[src/rtl/riscv_shift_pkg.sv]
// Shared types and constants for the RV64 sequential right shifter.
// Latency: n/a (declarations only).
// Backpressure: n/a.
package riscv_shift_pkg;

    // Default datapath width; 32 is the only other legal value.
    localparam int XLEN_DEFAULT = 64;

    // Width of the W-variant (SRLW/SRAW) operand.
    localparam int WORD_W = 32;

    typedef enum logic [1:0] {
        IDLE  = 2'd0,
        SHIFT = 2'd1,
        DONE  = 2'd2
    } state_e;

endpackage

[src/rtl/shift_right_stage.sv]
// One barrel stage: shifts right by 2^K with a fill bit when enabled, else passthrough.
// Latency: combinational.
// Backpressure: none; pure function of its inputs.
//
// Ports:
//   operand : value entering the stage
//   enable  : apply this stage's shift distance
//   fill    : bit written into the vacated top positions
//   result  : stage output
module shift_right_stage #(
    parameter int XLEN = 64,
    parameter int K    = 0
) (
    input  logic [XLEN-1:0] operand,
    input  logic            enable,
    input  logic            fill,
    output logic [XLEN-1:0] result
);

    localparam int DIST = 1 << K;

    // Ones in exactly the top DIST bit positions.
    localparam logic [XLEN-1:0] FILL_MASK = ~({XLEN{1'b1}} >> DIST);

    logic [XLEN-1:0] shifted;

    assign shifted = (operand >> DIST) | (fill ? FILL_MASK : '0);
    assign result  = enable ? shifted : operand;

endmodule

[src/rtl/shift_right_seq.sv]
// Multi-cycle SRL/SRA/SRLW/SRAW, resolving one shift-amount bit per cycle.
// Latency: fixed; out_valid rises SHW+1 cycles after the accept cycle (7 for XLEN=64).
// Backpressure: in_ready only in IDLE; result held stable in DONE until out_ready.
//
// Ports:
//   clk, rst_n             : clock, asynchronous active-low reset
//   in_valid/in_ready      : request handshake (in_data, in_shamt, in_arith, in_word)
//   flush                  : synchronous abort of any in-flight operation
//   out_valid/out_ready    : result handshake (out_data)
//   busy                   : block is not IDLE
module shift_right_seq
    import riscv_shift_pkg::*;
#(
    parameter  int XLEN = XLEN_DEFAULT,
    localparam int SHW  = $clog2(XLEN)
) (
    input  logic            clk,
    input  logic            rst_n,
    input  logic            in_valid,
    output logic            in_ready,
    input  logic [XLEN-1:0] in_data,
    input  logic [SHW-1:0]  in_shamt,
    input  logic            in_arith,
    input  logic            in_word,
    input  logic            flush,
    output logic            out_valid,
    input  logic            out_ready,
    output logic [XLEN-1:0] out_data,
    output logic            busy
);

    localparam int KW = $clog2(SHW);
    localparam logic [KW-1:0]   K_LAST        = KW'(SHW - 1);
    // W-variants only use the low five amount bits.
    localparam logic [SHW-1:0]  WORD_AMT_MASK = SHW'(WORD_W - 1);
    localparam logic [XLEN-1:0] LO_MASK       = {XLEN{1'b1}} >> (XLEN - WORD_W);

    // Sign-extend the low WORD_W bits to XLEN via a left/arithmetic-right pair,
    // which degenerates cleanly to identity when XLEN == WORD_W.
    function automatic logic [XLEN-1:0] sext_word(input logic [XLEN-1:0] v);
        logic signed [XLEN-1:0] t;
        t = v << (XLEN - WORD_W);
        return t >>> (XLEN - WORD_W);
    endfunction

    state_e          state_q, state_d;
    logic [XLEN-1:0] operand_q;
    logic [SHW-1:0]  amt_q;
    logic            fill_q;
    logic            word_q;
    logic [KW-1:0]   k_q;

    logic            accept;
    logic [XLEN-1:0] prep_op;
    logic [SHW-1:0]  prep_amt;
    logic            prep_fill;
    logic [XLEN-1:0] stage_out [SHW];
    logic [XLEN-1:0] stage_sel;

    // ------------------------------------------------------------------
    // Operand preparation at accept
    // ------------------------------------------------------------------
    always_comb begin
        prep_op = in_data;
        if (in_word) begin
            prep_op = in_arith ? sext_word(in_data) : (in_data & LO_MASK);
        end
    end

    assign prep_amt  = in_word ? (in_shamt & WORD_AMT_MASK) : in_shamt;
    assign prep_fill = in_arith & prep_op[XLEN-1];

    // flush beats accept
    assign accept = (state_q == IDLE) && in_valid && !flush;

    // ------------------------------------------------------------------
    // Barrel stages; each one is enabled by its own amount bit and the
    // counter picks which stage result is written back this cycle.
    // ------------------------------------------------------------------
    for (genvar g = 0; g < SHW; g++) begin : g_stage
        shift_right_stage #(
            .XLEN (XLEN),
            .K    (g)
        ) u_stage (
            .operand (operand_q),
            .enable  (amt_q[g]),
            .fill    (fill_q),
            .result  (stage_out[g])
        );
    end

    always_comb begin
        stage_sel = operand_q;
        for (int i = 0; i < SHW; i++) begin
            if (k_q == KW'(i)) begin
                stage_sel = stage_out[i];
            end
        end
    end

    // ------------------------------------------------------------------
    // FSM: state register
    // ------------------------------------------------------------------
    always_ff @(posedge clk or negedge rst_n) begin
        if (!rst_n) begin
            state_q <= IDLE;
        end else begin
            state_q <= state_d;
        end
    end

    // FSM: next state
    always_comb begin
        state_d = state_q;
        if (flush) begin
            state_d = IDLE;
        end else begin
            case (state_q)
                IDLE:    if (in_valid)       state_d = SHIFT;
                SHIFT:   if (k_q == K_LAST)  state_d = DONE;
                DONE:    if (out_ready)      state_d = IDLE;
                default:                     state_d = IDLE;
            endcase
        end
    end

    // FSM: outputs (decoded from the state register only)
    always_comb begin
        in_ready  = (state_q == IDLE);
        out_valid = (state_q == DONE);
        busy      = (state_q != IDLE);
    end

    // ------------------------------------------------------------------
    // Datapath registers
    // ------------------------------------------------------------------
    always_ff @(posedge clk or negedge rst_n) begin
        if (!rst_n) begin
            operand_q <= '0;
            amt_q     <= '0;
            fill_q    <= 1'b0;
            word_q    <= 1'b0;
            k_q       <= '0;
        end else if (accept) begin
            operand_q <= prep_op;
            amt_q     <= prep_amt;
            fill_q    <= prep_fill;
            word_q    <= in_word;
            k_q       <= '0;
        end else if (state_q == SHIFT && !flush) begin
            operand_q <= stage_sel;
            k_q       <= k_q + 1'b1;
        end
    end

    // Word results are re-sign-extended from bit 31 of the registered operand.
    assign out_data = word_q ? sext_word(operand_q) : operand_q;

endmodule

[config.mk]
export PLATFORM = sky130hd
export DESIGN_NAME = shift_right_seq
export DESIGN_NICKNAME = d
export VERILOG_FILES = /design/src/rtl/riscv_shift_pkg.sv /design/src/rtl/shift_right_stage.sv /design/src/rtl/shift_right_seq.sv
export SDC_FILE = /design/constraint.sdc
export NUM_CORES = 1
export LEC_CHECK = 0
export ABC_CLOCK_PERIOD_IN_PS = 3900
export BUFFER_PORTS_ARGS = -buffer_cell sky130_fd_sc_hd__buf_2
export CORE_ASPECT_RATIO = 0.5
export CORE_UTILIZATION = 55
export DETAILED_ROUTE_END_ITERATION = 10
export GPL_TIMING_DRIVEN = 0
export PLACE_DENSITY = 0.78
export SYNTH_ARGS = -nofsm -noshare
export SYNTH_HDL_FRONTEND = slang
export SYNTH_HIERARCHICAL = 1
export SYNTH_SLANG_ARGS = --single-unit
[constraint.sdc]
create_clock -name clk -period 3.9 [get_ports clk]
set_input_delay 0.78 -clock clk [delete_from_list [all_inputs] [get_ports clk]]
set_output_delay 0.78 -clock clk [all_outputs]
set_load 0.01 [all_outputs]
==> flow_summary.yaml, run 1 <==
run_status:
  run_status: "finished, final reports clean"
clock_network:
  path_clk_slew_ns: 0.07
  root_buffer: "clkbuf_16"
  cts-buffers-inserted: 9
  cts_max_level: 3
  cts_resized: 0
  clk_path_buf_depth: 2
  ctsHoldBuffers: 0
  cts_sinks: 77
  postCtsSetupBuffers: 0
  clock_latency_ns: 0.38
  tritoncts: "built"
sta:
  max_freq_mhz: 311
  maxSlewViolCount: 0
  finalSetupTns_ns: 0
  finClkSkew_ns: 0.00763
  timing.hold.ws_ns: 0.300
  rsz0062_at_grt: "false"
  finalSetupViolCount: 0
  min_period_ns: 3.22
  max-slew-margin-rel_pct: 27.9
  hold_viol: 0
  worst_pin_slew_ns: 1.08
  period_share_pct: 82.5
global_route:
  grt_max_degree: 61
  grt_pass1_wl_mm: 79.9
  gr-total-overflow: 0
  grt_pass1_vias: 12600
  antenna_found_initial: 0
  track_usage_pct: 42.2
pwr:
  p_int_mw: 6.32
  power.density_nw_per_um2: 772
  power_leakage_nw: 7.01
  pwr-share-seq_pct: 25.3
  p_switching_mw: 5.35
  pwr-share-clk_pct: 7.7
  p_comb_share_pct: 67.0
  peakVddDrop_mv: 0.588
  swShare_pct: 45.8
synth:
  synth.distinct_cells: 58
  mappedNetlistNets: 1487
  ys_warn_count: 6
  syn-cell-area_sq_um: 13700
  synthArstFlopShare_pct: 100
  synth-edff-count: 0
  synth.avg_cell_area_sq_um: 9.73
  ys_ff_latch: 77
  ys.flop_type: "dfrtp_1"
  synth_cells: 1405
  seq_area_frac_synth_pct: 14.1
route:
  via_per_inst: 6.89
  postRouteAntennaNets: 0
  drc: 0
  routedWlPerCell_microns: 28.7
  dr_wl_met2_mm: 22.8
  via_count: 13100
  met1_length_mm: 23.7
  highest_layer: "met4"
  dr.pass1.iters: 5
  wl_met3_mm: 5.99
  drt_iter0_markers: 1727
  wl_mm: 54.5
setup_path:
  start_kind: "flip-flop"
  arrival_ns: 3.47
  ff2ff_path_depth: 9
  required_ns: 4.15
  critical_path_class: "flip-flop to flip-flop"
  cp-end-kind: "flip-flop"
  r2r_setup_slack_ns: 0.68
  reg2reg_to: "operand_q[22]"
  r2r-start: "k_q[2]"
  crit_fanout: 10
die:
  dieArea_sq_um: 25500
  die_height_microns: 113
  start_util_pct: 56.5
  ios: 144
  core_area_sq_um: 24200
  rows: 40
  die_width_microns: 225
placed_design:
  placed_area_sq_um: 14800
  place_congestion: 1.04
  post-dp-hpwl_mm: 38.6
  dpl.cell_count: 1884
  port_buffers: 142
cells_and_area:
  antenna_cells: 0
  final_cell_mix: "360 x mux2_4, 180 x buf_2, 106 x nand2_1"
  final_area_sq_um: 15100
  fin_nets: 1641
  instances_no_fill: 1900
  post-route-util_pct: 62.5
  final_common_cell: "mux2_4"
  area_growth_pct: 10.6
  fillers: 2097
  drive_gt1_share_pct: 44.5
hold_path:
  hold_class: "input pin to async pin"
job:
  cap_violations: 0
worst max-delay path: stages, from the launching register on:
cell	delay [ns]
dfrtp_1	0.41
buf_6	0.17
inv_2	0.16
buf_2	0.36
ha_1	0.28
clkbuf_1	0.51
clkbuf_1	0.56
nor2_1	0.19
a221oi_1	0.33
o21ai_1	0.10
power groups by stage:
stage	Combinational, mW	Sequential (mW)	Clock [mW]
after global placement	7.47	2.79	0
final	7.81	2.96	0.901
after CTS	7.66	2.81	0.909
after global routing	8.23	2.92	0.927
after floorplan	6.23	1.94	0
after detailed placement	7.62	2.83	0
state kept, by name, indices dropped and copies added, names as in the netlist:
| signal | cells |
|---|---|
| word_q | 1 |
| state_q | 2 |
| k_q | 3 |
| amt_q | 6 |
| fill_q | 1 |
| operand_q | 64 |
stage by stage:
| stage | power (mW) | worst slack, ns |
|---|---|---|
| 2_1_floorplan | 8.17 | 1.77 |
| 3_3_place_gp | 10.3 | 0.836 |
| 3_5_place_dp | 10.5 | 0.820 |
| 4_1_cts | 11.4 | 0.801 |
| 5_1_grt | 12.1 | 0.563 |
| 6_report | 11.7 | 0.684 |
synthesized netlist by cell type, types with 11 or more instances:
| cell type | instances | area [sq um] |
|---|---|---|
| clkbuf_1 | 38 | 143 |
| nand2b_1 | 28 | 175 |
| o21ai_1 | 42 | 210 |
| o22ai_1 | 56 | 350 |
| a22oi_1 | 34 | 255 |
| nor4_1 | 12 | 75.1 |
| nor2_1 | 56 | 210 |
| buf_4 | 46 | 345 |
| buf_12 | 36 | 721 |
| nand3_1 | 11 | 55.1 |
| buf_2 | 39 | 195 |
| o211ai_1 | 19 | 143 |
| o221ai_1 | 26 | 228 |
| nor2b_1 | 13 | 81.3 |
| dfrtp_1 | 77 | 1930 |
| a221o_1 | 22 | 220 |
| o21ai_0 | 101 | 505 |
| a21oi_1 | 69 | 345 |
| a211oi_1 | 12 | 90.1 |
| mux2_2 | 24 | 270 |
| inv_1 | 51 | 191 |
| nand2_1 | 106 | 398 |
| mux2_4 | 360 | 5410 |
kinds of logic after synthesis:
| family | share of synthesized area [%] |
|---|---|
| compound gates | 22.5 |
| fa+ha+maj | 0.458 |
| buf+inv | 12.7 |
| flops | 14.1 |
| mux | 41.5 |
| simple gates | 8.70 |
per-layer routing:
layer	vias up	GRT usage, %
li1	5567	-
met1	6465	58.0
met2	903	62.6
met3	157	10.1
met4	0	18.9
met5	-	0
worst max-delay path by stage:
stage | from | endpoint | slack [ns] | cells after the start
final | k_q[2] | operand_q[22] | 0.68 | 9
after global routing | k_q[2] | operand_q[27] | 0.56 | 9
after CTS | k_q[2] | operand_q[22] | 0.80 | 9
after detailed placement | k_q[2] | operand_q[22] | 0.82 | 9
after global placement | k_q[2] | operand_q[22] | 0.84 | 9
after floorplan | k_q[2] | operand_q[17] | 1.77 | 9
final cells by class:
cell class,count,area (sq um),area share (%)
buffer,173,1530,10.1
clock buffer,12,236,1.56
clock inverter,4,48.8,0.323
inverter,54,203,1.34
multi-input combinational,1101,10000,66.2
sequential,77,1930,12.7
tap,336,420,2.78
timing repair buffer,143,741,4.90
No activity file was read; power rests on OpenSTA's default activity.
==> run 2: changes to the inputs <==
Settings changed: ABC_CLOCK_PERIOD_IN_PS 3900 to 2700, PLACE_DENSITY 0.78 to 0.81.
Clock period 3.9 ns to 2.7 ns, I/O delays scaled along.
==> run 2 against run 1 <==
Effect of this change: cell count is essentially flat; via count up 0.44%; total power increased by 43%; critical path depth shrank 5; clock skew is 0.0078 ns higher; non-clock buffer count shrank 1; sequential power increased by 43%; critical path type is now flip-flop to output pin; largest cell class unchanged.
==> flow_summary.yaml, run 2 (synthesis results as in run 1) <==
sta:
  timing.hold.ws_ns: 0.0288
  rsz0062_at_grt: "false"
  min_period_ns: 2.65
  worst_pin_slew_ns: 1.06
  finClkSkew_ns: 0.0155
  max-slew-margin-rel_pct: 29.0
  hold_viol: 0
  finalSetupViolCount: 0
  period_share_pct: 98.1
  max_freq_mhz: 378
  maxSlewViolCount: 0
  fin_ws_ns: 0.0511
  finalSetupTns_ns: 0
die:
  rows: 40
  die_width_microns: 225
  ios: 144
  core_area_sq_um: 24200
  dieArea_sq_um: 25500
  die_height_microns: 113
  start_util_pct: 56.5
hold_path:
  hold_class: "input pin to async pin"
setup_path:
  r2r_setup_slack_ns: 0.15
  slowest_stage: "dfrtp_2"
  reg2reg_to: "operand_q[10]"
  cpPeakStageDelay_ns: 0.56
  r2r-start: "k_q[0]"
  critical_path_class: "flip-flop to output pin"
  ff2ff_path_depth: 9
  cp-end-kind: "output pin"
  required_ns: 2.16
  crit_fanout: 14
  arrival_ns: 2.11
  path_cells: "nand2_1 -> clkbuf_1 -> o21ai_0 -> buf_2"
  start_kind: "flip-flop"
  cp_num_buf_inv: 2
  crit_family: "buffers and inverters"
global_route:
  grt_max_degree: 63
  grt_pass1_vias: 12600
  track_usage_pct: 40.2
  gr-total-overflow: 0
  grt_pass1_wl_mm: 76.9
  antenna_found_initial: 1
route:
  via_count: 13100
  drt_iter0_markers: 1930
  postRouteAntennaNets: 0
  dr.pass1.iters: 7
  via_per_inst: 6.92
  drc: 0
  wl_mm: 52.3
  routedWlPerCell_microns: 27.6
clock_network:
  cts_max_level: 3
  path_clk_slew_ns: 0.07
  cts_sinks: 77
  clock_latency_ns: 0.38
  clk_path_buf_depth: 2
  root_buffer: "clkbuf_16"
  cts-buffers-inserted: 9
  tritoncts: "built"
cells_and_area:
  largest_register_ff_count: 64
  largest-register: "operand_q"
  final_common_cell: "mux2_4"
  final_area_sq_um: 15100
  final_cell_mix: "360 x mux2_4, 179 x buf_2, 106 x nand2_1"
  fillers: 2032
  fin_nets: 1640
  reg_top3: "operand_q: 64 flops, amt_q: 6 flops, k_q: 3 flops"
  post-route-util_pct: 62.5
  instances_no_fill: 1899
  drive_gt1_share_pct: 45.3
  area_growth_pct: 10.5
job:
  cap_violations: 0
run_status:
  run_status: "finished, final reports clean"
placed_design:
  dpl.cell_count: 1884
  port_buffers: 142
  placed_area_sq_um: 14800
  place_ws_ns: -0.155
  place_congestion: 1.04
  post-dp-hpwl_mm: 36.9
pwr:
  finalPower_mw: 16.7
  power_leakage_nw: 7.03
  power.density_nw_per_um2: 1110
  peakVddDrop_mv: 0.477
## run 2: metal layers
layer | vias up | global-route usage (%) | wire (microns) | part of all wire, %
met5 | - | 4.17 | 140 | 0.27
met4 | 2 | 19.8 | 2470 | 4.7
met3 | 199 | 11.5 | 6620 | 13
met2 | 987 | 59.8 | 22000 | 42
met1 | 6385 | 53.0 | 21100 | 40
li1 | 5576 | - | - | -
## run 2: worst register-to-register path: cells and delay by family (launching register included)
kind | cells | cell delay, ns
DFF | 1 | 0.42
buffers and inverters | 4 | 1.11
AOI/OAI and AO/OA | 3 | 0.56
and+or+nand+nor | 1 | 0.12
adders and majority gates | 1 | 0.25
## run 2: timing repair
item,4_1_cts,5_1_grt
setup endpoints to repair,80,41
buffers inserted,0,0
resized for setup,6,10
gates cloned,0,0
hold buffers,0,0
## run 2: layout make-up
type / instances / area (sq um) / share of cell area, %
Inverter: 54 / 204 / 1.35
Buffer: 172 / 1540 / 10.2
Timing Repair Buffer: 143 / 741 / 4.90
Multi-Input combinational cell: 1101 / 10000 / 66.2
Tap cell: 336 / 420 / 2.78
Sequential cell: 77 / 1930 / 12.8
Clock inverter: 5 / 27.5 / 0.182
Antenna cell: 1 / 2.50 / 0.0166
Clock buffer: 10 / 239 / 1.58
## run 2: report_power, final
group          total (mW)  switching, mW  leakage, nW  internal, mW
clock network        1.22          0.583        0.134         0.637
logic                11.3           4.45         5.97          6.81
registers            4.23           2.63        0.926          1.60
total                16.7           7.66         7.03          9.05
## run 2: worst max path at each step
| stage | start | end | depth (start not counted) |
|---|---|---|---|
| 2_1_floorplan | k_q[2] | operand_q[17] | 9 |
| 3_3_place_gp | k_q[2] | operand_q[30] | 9 |
| 3_5_place_dp | k_q[2] | operand_q[22] | 9 |
| 4_1_cts | k_q[2] | operand_q[30] | 9 |
| 5_1_grt | operand_q[31] | out_data[61] | 4 |
| 6_report | operand_q[31] | out_data[62] | 4 |
